**src/rtl/ac_unit.sv**
```systemverilog
// Parametrised accumulator with status flags and a multi-cycle shift-add multiplier.
// Optional signed saturation for ADD/SUB/INC/DEC is enabled by defining AC_SATURATE_EN.
module ac_unit #(
  parameter int unsigned WIDTH = 16,
  parameter int unsigned CNT_W = 5
) (
  input  logic             clk,
  input  logic             clear,
  input  logic             re,
  input  logic [3:0]       op,
  input  logic [WIDTH-1:0] in1,
  output logic [WIDTH-1:0] out1,
  output logic             zf,
  output logic             nf,
  output logic             cf,
  output logic             vf,
  output logic             busy,
  output logic             done
);

  localparam int unsigned Msb = WIDTH - 1;

  localparam logic [3:0] OpLoad = 4'd1;
  localparam logic [3:0] OpAdd  = 4'd2;
  localparam logic [3:0] OpSub  = 4'd3;
  localparam logic [3:0] OpAnd  = 4'd4;
  localparam logic [3:0] OpOr   = 4'd5;
  localparam logic [3:0] OpXor  = 4'd6;
  localparam logic [3:0] OpNot  = 4'd7;
  localparam logic [3:0] OpShl  = 4'd8;
  localparam logic [3:0] OpShr  = 4'd9;
  localparam logic [3:0] OpInc  = 4'd10;
  localparam logic [3:0] OpDec  = 4'd11;
  localparam logic [3:0] OpClr  = 4'd12;
  localparam logic [3:0] OpMul  = 4'd13;

  typedef enum logic [0:0] {StIdle, StMul} state_e;

  state_e               state_q;
  logic [WIDTH-1:0]     ac_q;
  logic                 zf_q, nf_q, cf_q, vf_q;
  logic                 busy_q, done_q;
  logic [2*WIDTH-1:0]   mcand_q;
  logic [WIDTH-1:0]     mplier_q;
  logic [2*WIDTH-1:0]   prod_q;
  logic [CNT_W-1:0]     cnt_q;

  // Shared adder/subtractor used by ADD, SUB, INC and DEC.
  logic             is_inc_dec;
  logic             is_sub;
  logic [WIDTH-1:0] arith_b;
  logic [WIDTH:0]   sum_w;
  logic [WIDTH:0]   diff_w;
  logic [WIDTH-1:0] arith_raw;
  logic [WIDTH-1:0] arith_res;
  logic             arith_c;
  logic             arith_v;

  always_comb begin
    is_inc_dec = (op == OpInc) || (op == OpDec);
    is_sub     = (op == OpSub) || (op == OpDec);
    arith_b    = is_inc_dec ? WIDTH'(1) : in1;
    sum_w      = {1'b0, ac_q} + {1'b0, arith_b};
    diff_w     = {1'b0, ac_q} - {1'b0, arith_b};
    arith_raw  = is_sub ? diff_w[WIDTH-1:0] : sum_w[WIDTH-1:0];
    arith_c    = is_sub ? diff_w[WIDTH] : sum_w[WIDTH];
    if (is_sub) begin
      arith_v = (ac_q[Msb] != arith_b[Msb]) && (arith_raw[Msb] != ac_q[Msb]);
    end else begin
      arith_v = (ac_q[Msb] == arith_b[Msb]) && (arith_raw[Msb] != ac_q[Msb]);
    end
`ifdef AC_SATURATE_EN
    // Overflow direction always follows the sign of the accumulator operand.
    if (arith_v) begin
      arith_res = ac_q[Msb] ? {1'b1, {(WIDTH-1){1'b0}}} : {1'b0, {(WIDTH-1){1'b1}}};
    end else begin
      arith_res = arith_raw;
    end
`else
    arith_res = arith_raw;
`endif
  end

  // Single-cycle result and flag selection.
  logic             alu_upd;
  logic [WIDTH-1:0] alu_res;
  logic             alu_c;
  logic             alu_v;

  always_comb begin
    alu_upd = 1'b1;
    alu_res = ac_q;
    alu_c   = 1'b0;
    alu_v   = 1'b0;
    case (op)
      OpLoad: alu_res = in1;
      OpAdd, OpSub, OpInc, OpDec: begin
        alu_res = arith_res;
        alu_c   = arith_c;
        alu_v   = arith_v;
      end
      OpAnd: alu_res = ac_q & in1;
      OpOr:  alu_res = ac_q | in1;
      OpXor: alu_res = ac_q ^ in1;
      OpNot: alu_res = ~ac_q;
      OpShl: begin
        alu_res = {ac_q[WIDTH-2:0], 1'b0};
        alu_c   = ac_q[Msb];
      end
      OpShr: begin
        alu_res = {1'b0, ac_q[WIDTH-1:1]};
        alu_c   = ac_q[0];
      end
      OpClr: alu_res = '0;
      default: alu_upd = 1'b0;
    endcase
  end

  logic [2*WIDTH-1:0] prod_step;
  logic               mul_last;

  always_comb begin
    prod_step = mplier_q[0] ? (prod_q + mcand_q) : prod_q;
    mul_last  = (cnt_q == CNT_W'(WIDTH - 1));
  end

  always_ff @(posedge clk) begin
    if (clear) begin
      state_q  <= StIdle;
      ac_q     <= '0;
      zf_q     <= 1'b0;
      nf_q     <= 1'b0;
      cf_q     <= 1'b0;
      vf_q     <= 1'b0;
      busy_q   <= 1'b0;
      done_q   <= 1'b0;
      mcand_q  <= '0;
      mplier_q <= '0;
      prod_q   <= '0;
      cnt_q    <= '0;
    end else begin
      done_q <= 1'b0;
      case (state_q)
        StIdle: begin
          if (re) begin
            if (op == OpMul) begin
              mcand_q  <= {{WIDTH{1'b0}}, ac_q};
              mplier_q <= in1;
              prod_q   <= '0;
              cnt_q    <= '0;
              busy_q   <= 1'b1;
              state_q  <= StMul;
            end else if (alu_upd) begin
              ac_q <= alu_res;
              zf_q <= (alu_res == '0);
              nf_q <= alu_res[Msb];
              cf_q <= alu_c;
              vf_q <= alu_v;
            end
          end
        end
        StMul: begin
          prod_q   <= prod_step;
          mcand_q  <= {mcand_q[2*WIDTH-2:0], 1'b0};
          mplier_q <= {1'b0, mplier_q[WIDTH-1:1]};
          cnt_q    <= cnt_q + CNT_W'(1);
          if (mul_last) begin
            ac_q    <= prod_step[WIDTH-1:0];
            zf_q    <= (prod_step[WIDTH-1:0] == '0);
            nf_q    <= prod_step[Msb];
            cf_q    <= |prod_step[2*WIDTH-1:WIDTH];
            vf_q    <= 1'b0;
            busy_q  <= 1'b0;
            done_q  <= 1'b1;
            state_q <= StIdle;
          end
        end
        default: state_q <= StIdle;
      endcase
    end
  end

  assign out1 = ac_q;
  assign zf   = zf_q;
  assign nf   = nf_q;
  assign cf   = cf_q;
  assign vf   = vf_q;
  assign busy = busy_q;
  assign done = done_q;

endmodule

```
**config.mk**
```make
export PLATFORM = sky130hd
export DESIGN_NAME = ac_unit
export DESIGN_NICKNAME = d
export VERILOG_FILES = /design/src/rtl/ac_unit.sv
export SDC_FILE = /design/constraint.sdc
export NUM_CORES = 1
export LEC_CHECK = 0
export BUFFER_PORTS_ARGS = -buffer_cell sky130_fd_sc_hd__clkbuf_2
export CAP_MARGIN = 20
export CORE_ASPECT_RATIO = 1.5
export CORE_MARGIN = 5
export CORE_UTILIZATION = 69
export DETAILED_ROUTE_END_ITERATION = 8
export PLACE_DENSITY = 0.92
export SLEW_MARGIN = 0
export SYNTH_ARGS = -nofsm -noshare
export SYNTH_HDL_FRONTEND = slang
export SYNTH_SLANG_ARGS = --single-unit
```
**constraint.sdc**
```tcl
create_clock -name clk -period 7.55 [get_ports clk]
set_input_delay 0.755 -clock clk [delete_from_list [all_inputs] [get_ports clk]]
set_output_delay 0.755 -clock clk [all_outputs]
set_load 0.02 [all_outputs]
```
# Word-level counts from Yosys, hierarchy flattened
# Cells that the tools add are included.
dict set report totals {
  rom_bits 0
  n_memories 0
  out_inout_bits 22
  reg_bits 108
  in_bits 23
  elab_cells 110
  latch_bits 0
  ramBits 0
}
dict set report op_classes {
  eq_ne 22
  n_mul 0
  n_addsub 4
  reduce_logical 13
  shifts 0
  mux 54
  bitwise_logic 5
  div_mod_pow 0
  n_lt_le_gt_ge 0
}
# op count
set op_table {}
lappend op_table {{2-to-1 mux 32 bit} 5}
lappend op_table {{case mux 16 bit (9 select lines)} 1}
lappend op_table {{2-to-1 mux 16 bit} 8}
lappend op_table {{case mux 32 bit (2 select lines)} 2}
lappend op_table {{case mux 16 bit (2 select lines)} 2}
lappend op_table {{adder 32 bit} 1}
lappend op_table {{logical NOT 16 bit} 2}
lappend op_table {{2-to-1 mux 1 bit} 26}
lappend op_table {{equality test 4 bit (second input constant)} 6}
lappend op_table {{adder 16 x 16 -> 17 bit} 1}
lappend op_table {{subtractor 16 x 16 -> 17 bit} 1}
lappend op_table {{bitwise AND 16 bit} 1}
lappend op_table {{equality test 4 x 3 -> 1 bit (second input constant)} 4}
lappend op_table {{inverter 16 bit} 1}
lappend op_table {{bitwise OR 16 bit} 1}
lappend op_table {{OR reduction 16 bit} 1}
lappend op_table {{bitwise XOR 16 bit} 1}
lappend op_table {{case mux 1 bit (2 select lines)} 6}
lappend op_table {{OR reduction 12 bit} 1}
lappend op_table {{2-to-1 mux 5 bit} 2}
lappend op_table {{case mux 5 bit (2 select lines)} 1}
lappend op_table {{equality test 4 x 2 -> 1 bit (second input constant)} 2}
lappend op_table {{!= test 2 bit (second input constant)} 4}
lappend op_table {{adder 5 x 1 -> 5 bit (second input constant)} 1}
lappend op_table {{other kinds (14)} 17}

# Depth between registers and ports, before layout
# Gate-level depths: netlist of the first run.
dict set report depth {
  ltp_word 13
  mapped_depth 20
  ltp_nobuf 16
}

# Least setup slack after synthesis of the first run
# Ideal clock, no wire load.
dict set report synth_path {
  path_type {input -> register}
  start {input op[1]}
  end {register zf_q, in the netlist zf}
  path_stages 20
  path_buffers 4
  path_slack_ns 2.623
  setup_time_ns 0.061
  arrival_ns 4.866
  t_required_ns 7.489
  path_cell_list {buf_2 -> nor2b_1 -> clkbuf_1 -> clkbuf_1 -> nand2_1 -> clkbuf_1 -> nand2_1 -> ha_1 -> inv_1 -> fa_1 -> o21bai_1 -> a221oi_1 -> o211ai_1 -> nand3_1 -> and3_1 -> or4b_1 -> and3_1 -> a311o_1 -> nor4_1 -> a311o_1}
}
dict set report synth_via {
  elab_chain_cells 11
  elab_cells_between_ends 31
  cone_classes {add/sub (2); eq/ne (15); mux (8); reduce/logical (6)}
}
# element line_no
set synth_rtl {}
lappend synth_rtl {{from (decl)} 10} ;# input logic [3:0] op,
lappend synth_rtl {{equality test 4 bit, on equally long branches} {60, 95, 61}}
lappend synth_rtl {{logical OR 1 bit} 60} ;# is_inc_dec = (op == OpInc) || (op == OpDec);
lappend synth_rtl {{2-to-1 mux 16 bit} 62} ;# arith_b = is_inc_dec ? WIDTH'(1) : in1;
lappend synth_rtl {{adder 16 x 16 -> 17 bit or subtractor 16 x 16 -> 17 bit (tied branches)} {63, 64}}
lappend synth_rtl {{2-to-1 mux 16 bit} 65} ;# arith_raw = is_sub ? diff_w[WIDTH-1:0] : sum_w[WIDTH-1:0];
lappend synth_rtl {{case mux 16 bit (9 select lines)} 95} ;# case (op)
lappend synth_rtl {{logical NOT 16 bit} 155} ;# zf_q <= (alu_res == '0);
lappend synth_rtl {{2-to-1 mux 1 bit} 153} ;# end else if (alu_upd) begin
lappend synth_rtl {{2-to-1 mux 1 bit} 146} ;# if (op == OpMul) begin
lappend synth_rtl {{2-to-1 mux 1 bit} 145} ;# if (re) begin
lappend synth_rtl {{case mux 1 bit (2 select lines)} 143} ;# case (state_q)
lappend synth_rtl {{to (signal assigned)} 155}
lappend synth_rtl {{to (signal assigned)} 169} ;# zf_q <= (prod_step[WIDTH-1:0] == '0);
lappend synth_rtl {{to (decl)} 41} ;# logic zf_q, nf_q, cf_q, vf_q;
# Parallel ways exist; a longest one is shown, timed or not. The select of a mux whose other input is x is not followed.
# A chain may end at the register's enable or synchronous reset.

# Final worst setup path of the first run
# Ends and elaborated chain as after synthesis.

==> qor.txt, run 1 <==
DP Wirelength: 21600 um
Mapped Nets: 1501
Vias in the first global route: 10100
Cells on worst reg2reg path: 13
Crit path capture type: register
Routability cong.: 0.967
MaxCap Viol Count: 0
Clock Skews: 0.00838 ns
Pwr dens: 137 mW/mm^2
CTS sink count: 107
Slew margin rel.: 30.6%
Critical path type: in -> reg
Clock Pin Slew Worst Setup and Hold Paths: 0.07 ns
Peak VDD IR: 150 uV
Chip Width: 108 um
Largest net degree at the start of global routing: 102
Core Area: 0.0141 mm^2
Worst Tran Pin Value: 1.04 ns
Num CTS Buffers: 9
Via density: 6.71
Worst hold slack: 0.472 ns
Synth area leader: dfxtp_1
CP Launch Point: op[1]
First-pass GRT wire length: 48600 um
Syn_area_per_cell: 7.21 um^2
WP data arrival: 5.14 ns
CTS tree: yes
Top cell type's share of synthesized area: 21.6%
Clock Path Buffers: 2
Final TNS setup: 0 ns
Worst setup SP type: input port
Crit share post-route: 64.1%
FFs w/ async S/R, synth: 0%
Endpoints failing hold: 0
Share of layout cells above drive strength 1: 7.68%
Number of nets in the layout: 1477
Syn Inst Count: 1374
Initial Util: 70.5%
Post-DRT Antenna Nets: 0
Die area: 0.0169 mm^2
DR vias: 10400
Synth area leaders: dfxtp_1 22%, ha_1 13%, a21oi_1 8.9%
Total track usage: 35.4%
Die Ht: 157 um
Area after DPL: 0.0101 mm^2
Hold Path Class: reg -> reg
Seq/Total Area, Yosys: 21.6%
Iter 0 DRT Violations: 1062
DR WL/cell: 19.3 um
Max FO, Critical Path: 29
Worst path required time: 7.85 ns
Netlist cell types: 88
Synth Warn #: 0
Hold_buf cts: 0
Fmax: 207 MHz
#FFs+latches synth: 107
Most frequent cell after synthesis: nor2_1
Boundary Pins: 45
Crit Reg-Reg Startpoint: out1[0]$_SDFFE_PP0P_
Finished layout cell area: 0.0104 mm^2
H-tree depth: 3
Setup Fix Bufs, Post-CTS: 0
Antenna cell count: 0
Grt ovf: 0
Post-CTS sizing: 0
DR pass1 iterations: 7
Unrepaired setup endpoints after global routing: no
Reg2Reg Capture Point: zf$_SDFFE_PP0P_
Root buffer cell: clkbuf_16
Placed Instances: 1531
Post-synth EDFFs: 0
Tmin final: 4.84 ns
Worst skew pair latency: 0.35 ns
Row count: 53
Remaining DRCs: 0
Leak pwr: 4.58 nW
R2r setup slk: 3.53 ns
Critical path destination: zf$_SDFFE_PP0P_
Area growth syn-to-layout: 4.95%
Total power: 1.43 mW
Initial antenna violation count: 0
Finished Layout Cells: 1547
Drt total wl: 29900 um
Main synth FF type: dfxtp_1
Number of setup violations in the final report: 0
Mapped cell area: 0.00991 mm^2
Most frequent cells after synthesis: 195 x nor2_1, 176 x a21oi_1, 125 x nand2_1, 107 x dfxtp_1, 101 x ha_1
Status: completed
Slew Limit Fails: 0
Port Buf Inserts: 44
worst max-delay path, cell delays in order:
cell and delay (ns):
clkbuf_2 0.46, nor2b_1 0.23, nand2_1 0.07, buf_4 0.23, nand2_1 0.13, ha_1 0.18, inv_1 0.06, fa_1 0.42
o21bai_1 0.28, a221oi_1 0.17, o211ai_1 0.37, nand3_1 0.14, and3_1 0.23, or4b_1 0.48, and3_1 0.18, a311o_1 0.31
nor4_1 0.29, a311o_1 0.15
flip-flops by register name (all words and copies together), names as in the netlist, 5 cells and up:
register	cells
mcand_q	32
prod_q	32
mplier_q	16
out1	15
cnt_q	5
where the power goes:
part           switching, mW  internal [mW]
combinational          0.221          0.122
clock                  0.215          0.268
sequential            0.0278          0.574
total                  0.464          0.964
cells by family after synthesis:
logic type / synth area share, %
AOI/OAI and AO/OA: 28.7
xor gates and xnor gates: 2.92
adders and majority gates: 13.4
buffers and inverters: 6.81
DFF: 21.6
muxes: 3.47
and+or+nand+nor: 23.2
stage by stage:
stage / worst slack (ns) / utilization [%]
floorplan: 2.62 / -
global placement: 2.50 / 71.8
detailed placement: 2.37 / 71.8
CTS: 2.77 / 74.0
global route: 2.42 / 74.0
finish: 2.71 / 74.0
routing by layer:
layer  global-route usage, %  wire length, um  vias up  part of all wire, %
met5                       0                0        -                    0
met4                    23.9             2060        0                  6.9
met3                    4.09             1820      157                  6.1
met2                    61.3            14800      496                   49
met1                    40.3            11200     4812                   38
li1                        -                -     4909                    -
how the worst min path moves through the flow:
stage,startpoint,end,slack (ns),depth (start not counted)
3_3_place_gp,mplier_q[1]$_SDFFE_PP0P_,mplier_q[0]$_SDFFE_PP0P_,0.45,2
2_1_floorplan,mplier_q[1]$_SDFFE_PP0P_,mplier_q[0]$_SDFFE_PP0P_,0.43,2
4_1_cts,mplier_q[1]$_SDFFE_PP0P_,mplier_q[0]$_SDFFE_PP0P_,0.47,2
3_5_place_dp,mplier_q[1]$_SDFFE_PP0P_,mplier_q[0]$_SDFFE_PP0P_,0.46,2
6_report,mplier_q[1]$_SDFFE_PP0P_,mplier_q[0]$_SDFFE_PP0P_,0.47,2
5_1_grt,prod_q[10]$_SDFFE_PP0P_,prod_q[10]$_SDFFE_PP0P_,0.51,2
layout by cell type, fill, tap and decap left out, types with 17 or more instances in the layout:
| cell | netlist | routed |
|---|---|---|
| ha_1 | 101 | 101 |
| a21oi_1 | 176 | 176 |
| nor3_1 | 23 | 23 |
| nor2_1 | 195 | 195 |
| nand2_1 | 125 | 125 |
| nor2b_1 | 17 | 17 |
| nand3_1 | 21 | 21 |
| inv_1 | 74 | 74 |
| a22oi_1 | 19 | 19 |
| o21ai_0 | 64 | 64 |
| clkbuf_2 | 0 | 43 |
| and3_1 | 33 | 33 |
| dfxtp_1 | 107 | 106 |
| xnor2_1 | 21 | 21 |
| o211ai_1 | 18 | 18 |
area by class of cell:
type | count | area [um^2]
clock buffer | 11 | 243
clock inverter | 5 | 60.1
fill | 1136 | 3660
inverter | 76 | 285
multi-input combinational | 1099 | 7100
sequential | 107 | 2150
tap | 192 | 240
timing repair buffer | 57 | 320
(Power assumes the default switching activity.)
==> run 2: changes to the inputs <==
CORE_UTILIZATION = 58   (was 69)
PLACE_DENSITY = 0.83   (was 0.92)
clock period = 4.3 ns   (was 7.55 ns; I/O delays follow)
==> run 2 against run 1 <==
Compared with the run above:
- clock skew grew 0.0014 ns
- critical path type unchanged
- critical endpoint unchanged
- worst hold slack lost 0.13 ns
- flip-flop and latch count is the same
- cell count grew 2.9%
==> qor.txt, run 2 (same netlist as run 1, synthesis figures left out) <==
Status: completed
Placed Instances: 1577 (+3.0%)
Worst path required time: 4.60 ns (-3.25 ns)
Iter 0 DRT Violations: 903 (-15%)
Post-DRT Antenna Nets: 0 (unchanged)
DP Wirelength: 22300 um (+3.2%)
Clock Path Buffers: 2 (unchanged)
Largest net degree at the start of global routing: 94 (-7.8%)
Endpoints failing hold: 0 (unchanged)
H-tree depth: 3 (unchanged)
Slowest stage delay, CP: 0.49 ns (about the same)
Worst Tran Pin Value: 0.985 ns (-0.0526 ns)
Initial Util: 59.1% (-11 points)
CTS sink count: 107 (unchanged)
Core Area: 0.0168 mm^2 (+19%)
Total track usage: 29.6% (-5.8 points)
Reg area: 0.00215 mm^2 (unchanged)
Row count: 58 (+9.4%)
CTS tree: yes
Unrepaired setup endpoints after global routing: no
Pwr dens: 235 mW/mm^2 (+71%)
Slowest library cell on the worst path: or4b_1
Share of layout cells above drive strength 1: 9.62% (+1.9 points)
Routability cong.: 0.993 (+2.6%)
Fmax: 253 MHz
Multi-input gate area in the final layout: 0.00711 mm^2 (about the same)
Final WS setup: 0.345 ns (-2.37 ns)
Initial antenna violation count: 0 (unchanged)
Slew Limit Fails: 0 (unchanged)
Worst hold slack: 0.343 ns (-0.129 ns)
Finished Layout Cells: 1592 (+2.9%)
Area growth syn-to-layout: 7.12%
Hold Path Class: in -> reg
Tmin final: 3.96 ns
DP Worst Slack: 0.0000746 ns (-2.37 ns)
Slew margin rel.: 34.3% (+3.7 points)
Clock Pin Slew Worst Setup and Hold Paths: 0.08 ns (about the same)
Via density: 6.41 (-4.4%)
Grt ovf: 0 (unchanged)
CP Launch Point: op[1]
Filler cell count: 1532 (+35%)
Crit path capture type: register
Drt total wl: 29600 um (-0.83%)
Largest regs: mcand_q: 32 flops, prod_q: 32 flops, mplier_q: 16 flops
Peak VDD IR: 256 uV (+71%)
Commonest non-fill, non-tap cell in the layout: nor2_1
WP data arrival: 4.25 ns (-0.89 ns)
Remaining DRCs: 0 (unchanged)
Critical path type: in -> reg
DR vias: 10200 (-1.6%)
Worst skew pair latency: 0.35 ns (about the same)
Total power: 2.49 mW (+74%)
DR pass1 iterations: 5 (-2)
Vias in the first global route: 9845 (-2.4%)
Root buffer cell: clkbuf_16
Max FO, Critical Path: 7 (-76%)
Number of setup violations in the final report: 0 (unchanged)
Die Ht: 170 um (+8.5%)
Port Buf Inserts: 44 (unchanged)
Crit-path cells: clkbuf_2 > nor2b_1 > nand2_2 > nand2_1 > ha_1 > inv_1 > fa_1 > o21bai_1 > a221oi_1 > o211ai_1 > nand3_1 > and3_1 > or4b_1 > and3_1 > a311o_1 > nor4_1 > a311o_1
Hold_buf cts: 0 (unchanged)
First-pass GRT wire length: 48100 um (-1.1%)
Antenna cell count: 0 (unchanged)
Final TNS setup: 0 ns (unchanged)
Post-CTS sizing: 0 (unchanged)
Crit share post-route: 92.0%
Setup Fix Bufs, Post-CTS: 0 (unchanged)
Worst setup SP type: input port
Cells on worst reg2reg path: 13 (unchanged)
R2r setup slk: 0.40 ns (-3.13 ns)
Most frequent cells in the layout: 195 x nor2_1, 176 x a21oi_1, 124 x nand2_1, 106 x dfxtp_1, 101 x ha_1
Leak pwr: 4.71 nW (+2.8%)
Critical path destination: zf$_SDFFE_PP0P_
Num CTS Buffers: 9 (unchanged)
DR WL/cell: 18.6 um (-3.6%)
MaxCap Viol Count: 0 (unchanged)
Chip Width: 117 um (+8.2%)
Boundary Pins: 45 (unchanged)
Crit Reg-Reg Startpoint: out1[0]$_SDFFE_PP0P_
Number of nets in the layout: 1505 (+1.9%)
Clock Skews: 0.00980 ns (+0.00142 ns)
Die area: 0.0199 mm^2 (+17%)
Reg2Reg Capture Point: zf$_SDFFE_PP0P_
## run 2: cell types whose count changed in the layout (fill, tap and decap cells not counted), sizes merged
cell	before	now
buf	14	42
bufinv	1	0
clkbuf	54	52
clkinv	3	4
clkinvlp	1	0
inv	76	78
## run 2: critical path, delay by kind of cell
| kind | cells | cell delay, ns |
|---|---|---|
| AOI/OAI and AO/OA | 5 | 1.24 |
| adders and majority gates | 2 | 0.60 |
| buffers and inverters | 2 | 0.15 |
| and+or+nand+nor | 8 | 1.83 |
## run 2: worst min path at each step
stage,startpoint,to,cells after the start
6_report,clear,mplier_q[0]$_SDFFE_PP0P_,2
3_3_place_gp,mplier_q[1]$_SDFFE_PP0P_,mplier_q[0]$_SDFFE_PP0P_,2
5_1_grt,clear,out1[0]$_SDFFE_PP0P_,2
4_1_cts,clear,mplier_q[0]$_SDFFE_PP0P_,2
3_5_place_dp,mplier_q[1]$_SDFFE_PP0P_,mplier_q[0]$_SDFFE_PP0P_,2
2_1_floorplan,mplier_q[1]$_SDFFE_PP0P_,mplier_q[0]$_SDFFE_PP0P_,2
## run 2: final cells by class
| cell class | instances | area share, % |
|---|---|---|
| Tap cell | 210 | 2.48 |
| Inverter | 76 | 2.69 |
| Clock inverter | 6 | 0.542 |
| Sequential cell | 107 | 20.2 |
| Clock buffer | 9 | 2.12 |
| Multi-Input combinational cell | 1099 | 67.0 |
| Timing Repair Buffer | 85 | 5.00 |
## run 2: report_power, final
part,switching [mW],total [mW],leakage (nW),internal (mW)
Clock,0.396,0.800,0.140,0.403
Sequential,0.0336,1.04,0.866,1.01
Combinational,0.410,0.649,3.71,0.239
## run 2: routing by layer
layer  track usage [%]  vias to the layer above  routed length, um
met2              52.0                      380              14900
met1              34.8                     4754              11600
li1                  -                     4970                  -
met5                 0                        -                  0
met4              16.8                        0               1730
met3              2.13                      100               1450
## run 2: metrics by stage
step | instance area, um^2 | utilization, %
finish | 10600 | 63.3
global placement | 10300 | 61.6
floorplan | 9930 | -
detailed placement | 10300 | 61.6
global route | 10600 | 63.3
CTS | 10600 | 63.3
==> run 3: changes to the inputs <==
CORE_UTILIZATION = 69   (was 58)
PLACE_DENSITY = 0.92   (was 0.83)
clock period = 4.9 ns   (was 4.3 ns; I/O delays follow)
==> run 3 against run 2 <==
Compared with the run above:
- sequential share of layout area is 0.33 points higher
- largest power group unchanged
- non-clock buffer count is 21 lower
- via count is 1.4% higher
==> qor.txt, run 3 (same netlist as run 1, synthesis figures left out) <==
Slowest stage delay, CP: 0.49 ns (about the same)
Via density: 6.66 (+3.9%)
Largest net degree at the start of global routing: 87 (-7.4%)
Post-CTS sizing: 0 (unchanged)
Hold_buf cts: 0 (unchanged)
Clk pwr share: 33.0% (+0.9 points)
WP data arrival: 4.32 ns (+0.07 ns)
Peak VDD IR: 238 uV (-6.8%)
Number of setup violations in the final report: 0 (unchanged)
Critical path type: in -> reg
Unrepaired setup endpoints after global routing: no
Crit-path cells: clkbuf_2 > nor2b_1 > nand2_1 > nand2_1 > ha_1 > inv_1 > fa_1 > o21bai_1 > a221oi_1 > o211ai_1 > nand3_1 > and3_1 > or4b_1 > and3_1 > a311o_1 > nor4_1 > a311o_1
Chip Width: 108 um (-7.6%)
DR vias: 10400 (+1.4%)
Area growth syn-to-layout: 5.39%
H-tree depth: 3 (unchanged)
Placed Instances: 1537 (-2.5%)
Clock Skews: 0.0105 ns (+0.000730 ns)
Sequential share of power: 42.4% (+0.6 points)
Grt ovf: 0 (unchanged)
Die area: 0.0169 mm^2 (-15%)
Max FO, Critical Path: 6 (-1)
Boundary Pins: 45 (unchanged)
Vias in the first global route: 9837 (-0.081%)
Core Area: 0.0141 mm^2 (-16%)
Endpoints failing hold: 0 (unchanged)
Leak pwr: 4.61 nW (-2.1%)
DR WL/cell: 18.9 um (+1.3%)
Fmax: 248 MHz
Worst Tran Pin Value: 1.03 ns (+0.0429 ns)
CTS tree: yes
Root buffer cell: clkbuf_16
Antenna cell count: 0 (unchanged)
Remaining DRCs: 0 (unchanged)
Slew margin rel.: 31.0% (-3.3 points)
Drt total wl: 29300 um (-1.1%)
Multi-input gate area in the final layout: 0.00710 mm^2 (about the same)
Sw frac: 33.6% (-0.12 points)
CTS sink count: 107 (unchanged)
Internal: 1.45 mW (-12%)
Port Buf Inserts: 44 (unchanged)
Final TNS setup: 0 ns (unchanged)
Comb pwr share: 24.6% (-1.5 points)
Filler cell count: 1160 (-24%)
Crit share post-route: 82.2%
DP Wirelength: 21500 um (-3.9%)
Initial antenna violation count: 0 (unchanged)
Net Switching: 732 uW (-13%)
Clock Pin Slew Worst Setup and Hold Paths: 0.08 ns (about the same)
Clock Path Buffers: 2 (unchanged)
Total track usage: 34.4% (+4.8 points)
Post-DRT Antenna Nets: 0 (unchanged)
Setup Fix Bufs, Post-CTS: 0 (unchanged)
Crit path capture type: register
Share of layout cells above drive strength 1: 8.22% (-1.4 points)
MaxCap Viol Count: 0 (unchanged)
Number of nets in the layout: 1484 (-1.4%)
Status: completed
Die Ht: 157 um (-7.8%)
Initial Util: 70.5% (+11 points)
Most frequent cells in the layout: 195 x nor2_1, 176 x a21oi_1, 125 x nand2_1, 106 x dfxtp_1, 101 x ha_1
Slew Limit Fails: 0 (unchanged)
Commonest non-fill, non-tap cell in the layout: nor2_1
Hold Path Class: in -> reg
Routability cong.: 0.991 (-0.16%)
DR pass1 iterations: 6 (+1)
Worst path required time: 5.19 ns (+0.59 ns)
Row count: 53 (-8.6%)
Finished Layout Cells: 1554 (-2.4%)
Worst setup SP type: input port
Num CTS Buffers: 9 (unchanged)
Iter 0 DRT Violations: 1034 (+15%)
Worst skew pair latency: 0.35 ns (about the same)
First-pass GRT wire length: 47600 um (-0.99%)
Slowest library cell on the worst path: or4b_1
Reg area: 0.00215 mm^2 (unchanged)
Tmin final: 4.03 ns
Pwr dens: 209 mW/mm^2 (-11%)
Largest regs: mcand_q: 32 flops, prod_q: 32 flops, mplier_q: 16 flops
run 3: area by class of cell:
class / instances / area share, %
inverters: 76 / 2.73
flip-flops and latches: 107 / 20.5
clock buffers: 10 / 2.29
clock inverters: 6 / 0.527
well taps: 192 / 2.30
multi-input cells: 1099 / 68.0
repair buffers: 64 / 3.57
run 3: metal layers:
layer	GRT usage (%)	share of wire, %
met5	0	0
met4	19.6	5.2
met3	3.34	6.3
met2	60.9	50
met1	40.0	39
run 3: worst max-delay path: cells and delay by family:
| family | cells | cell delay (ns) |
|---|---|---|
| adder cells (fa/ha/maj) | 2 | 0.62 |
| AO/OA/AOI/OAI | 5 | 1.23 |
| buffers and inverters | 2 | 0.16 |
| AND/OR/NAND/NOR | 8 | 1.80 |
run 3: final timing paths:
| check | from | endpoint | slack (ns) | depth (start not counted) |
|---|---|---|---|---|
| setup / recovery | op[1] | zf$_SDFFE_PP0P_ | 0.87 | 17 |
| hold / removal | clear | prod_q[0]$_SDFFE_PP0P_ | 0.45 | 2 |
| setup reg to reg | out1[0]$_SDFFE_PP0P_ | zf$_SDFFE_PP0P_ | 0.88 | 12 |
| hold reg to reg | mplier_q[1]$_SDFFE_PP0P_ | mplier_q[0]$_SDFFE_PP0P_ | 0.47 | 2 |
run 3: metrics by stage:
| stage | hold slack (ns) | worst slack [ns] | total power [mW] | util (%) | area (um^2) |
|---|---|---|---|---|---|
| after floorplan | 0.432 | 0.238 | 1.32 | - | 9910 |
| after global placement | 0.442 | 0.655 | 1.46 | 72.1 | 10100 |
| after detailed placement | 0.450 | 0.554 | 1.46 | 72.1 | 10100 |
| after CTS | 0.434 | 0.906 | 2.17 | 74.2 | 10400 |
| after global routing | 0.447 | 0.636 | 2.28 | 74.3 | 10400 |
| final | 0.451 | 0.874 | 2.18 | 74.3 | 10400 |
run 3: power groups by stage:
stage               clock network, mW  logic (mW)  registers (mW)
detailed placement                  0       0.519           0.943
global placement                    0       0.514           0.943
floorplan                           0       0.371           0.945
finish                          0.719       0.536           0.924
global route                    0.768       0.587           0.927
CTS                             0.729       0.523           0.923
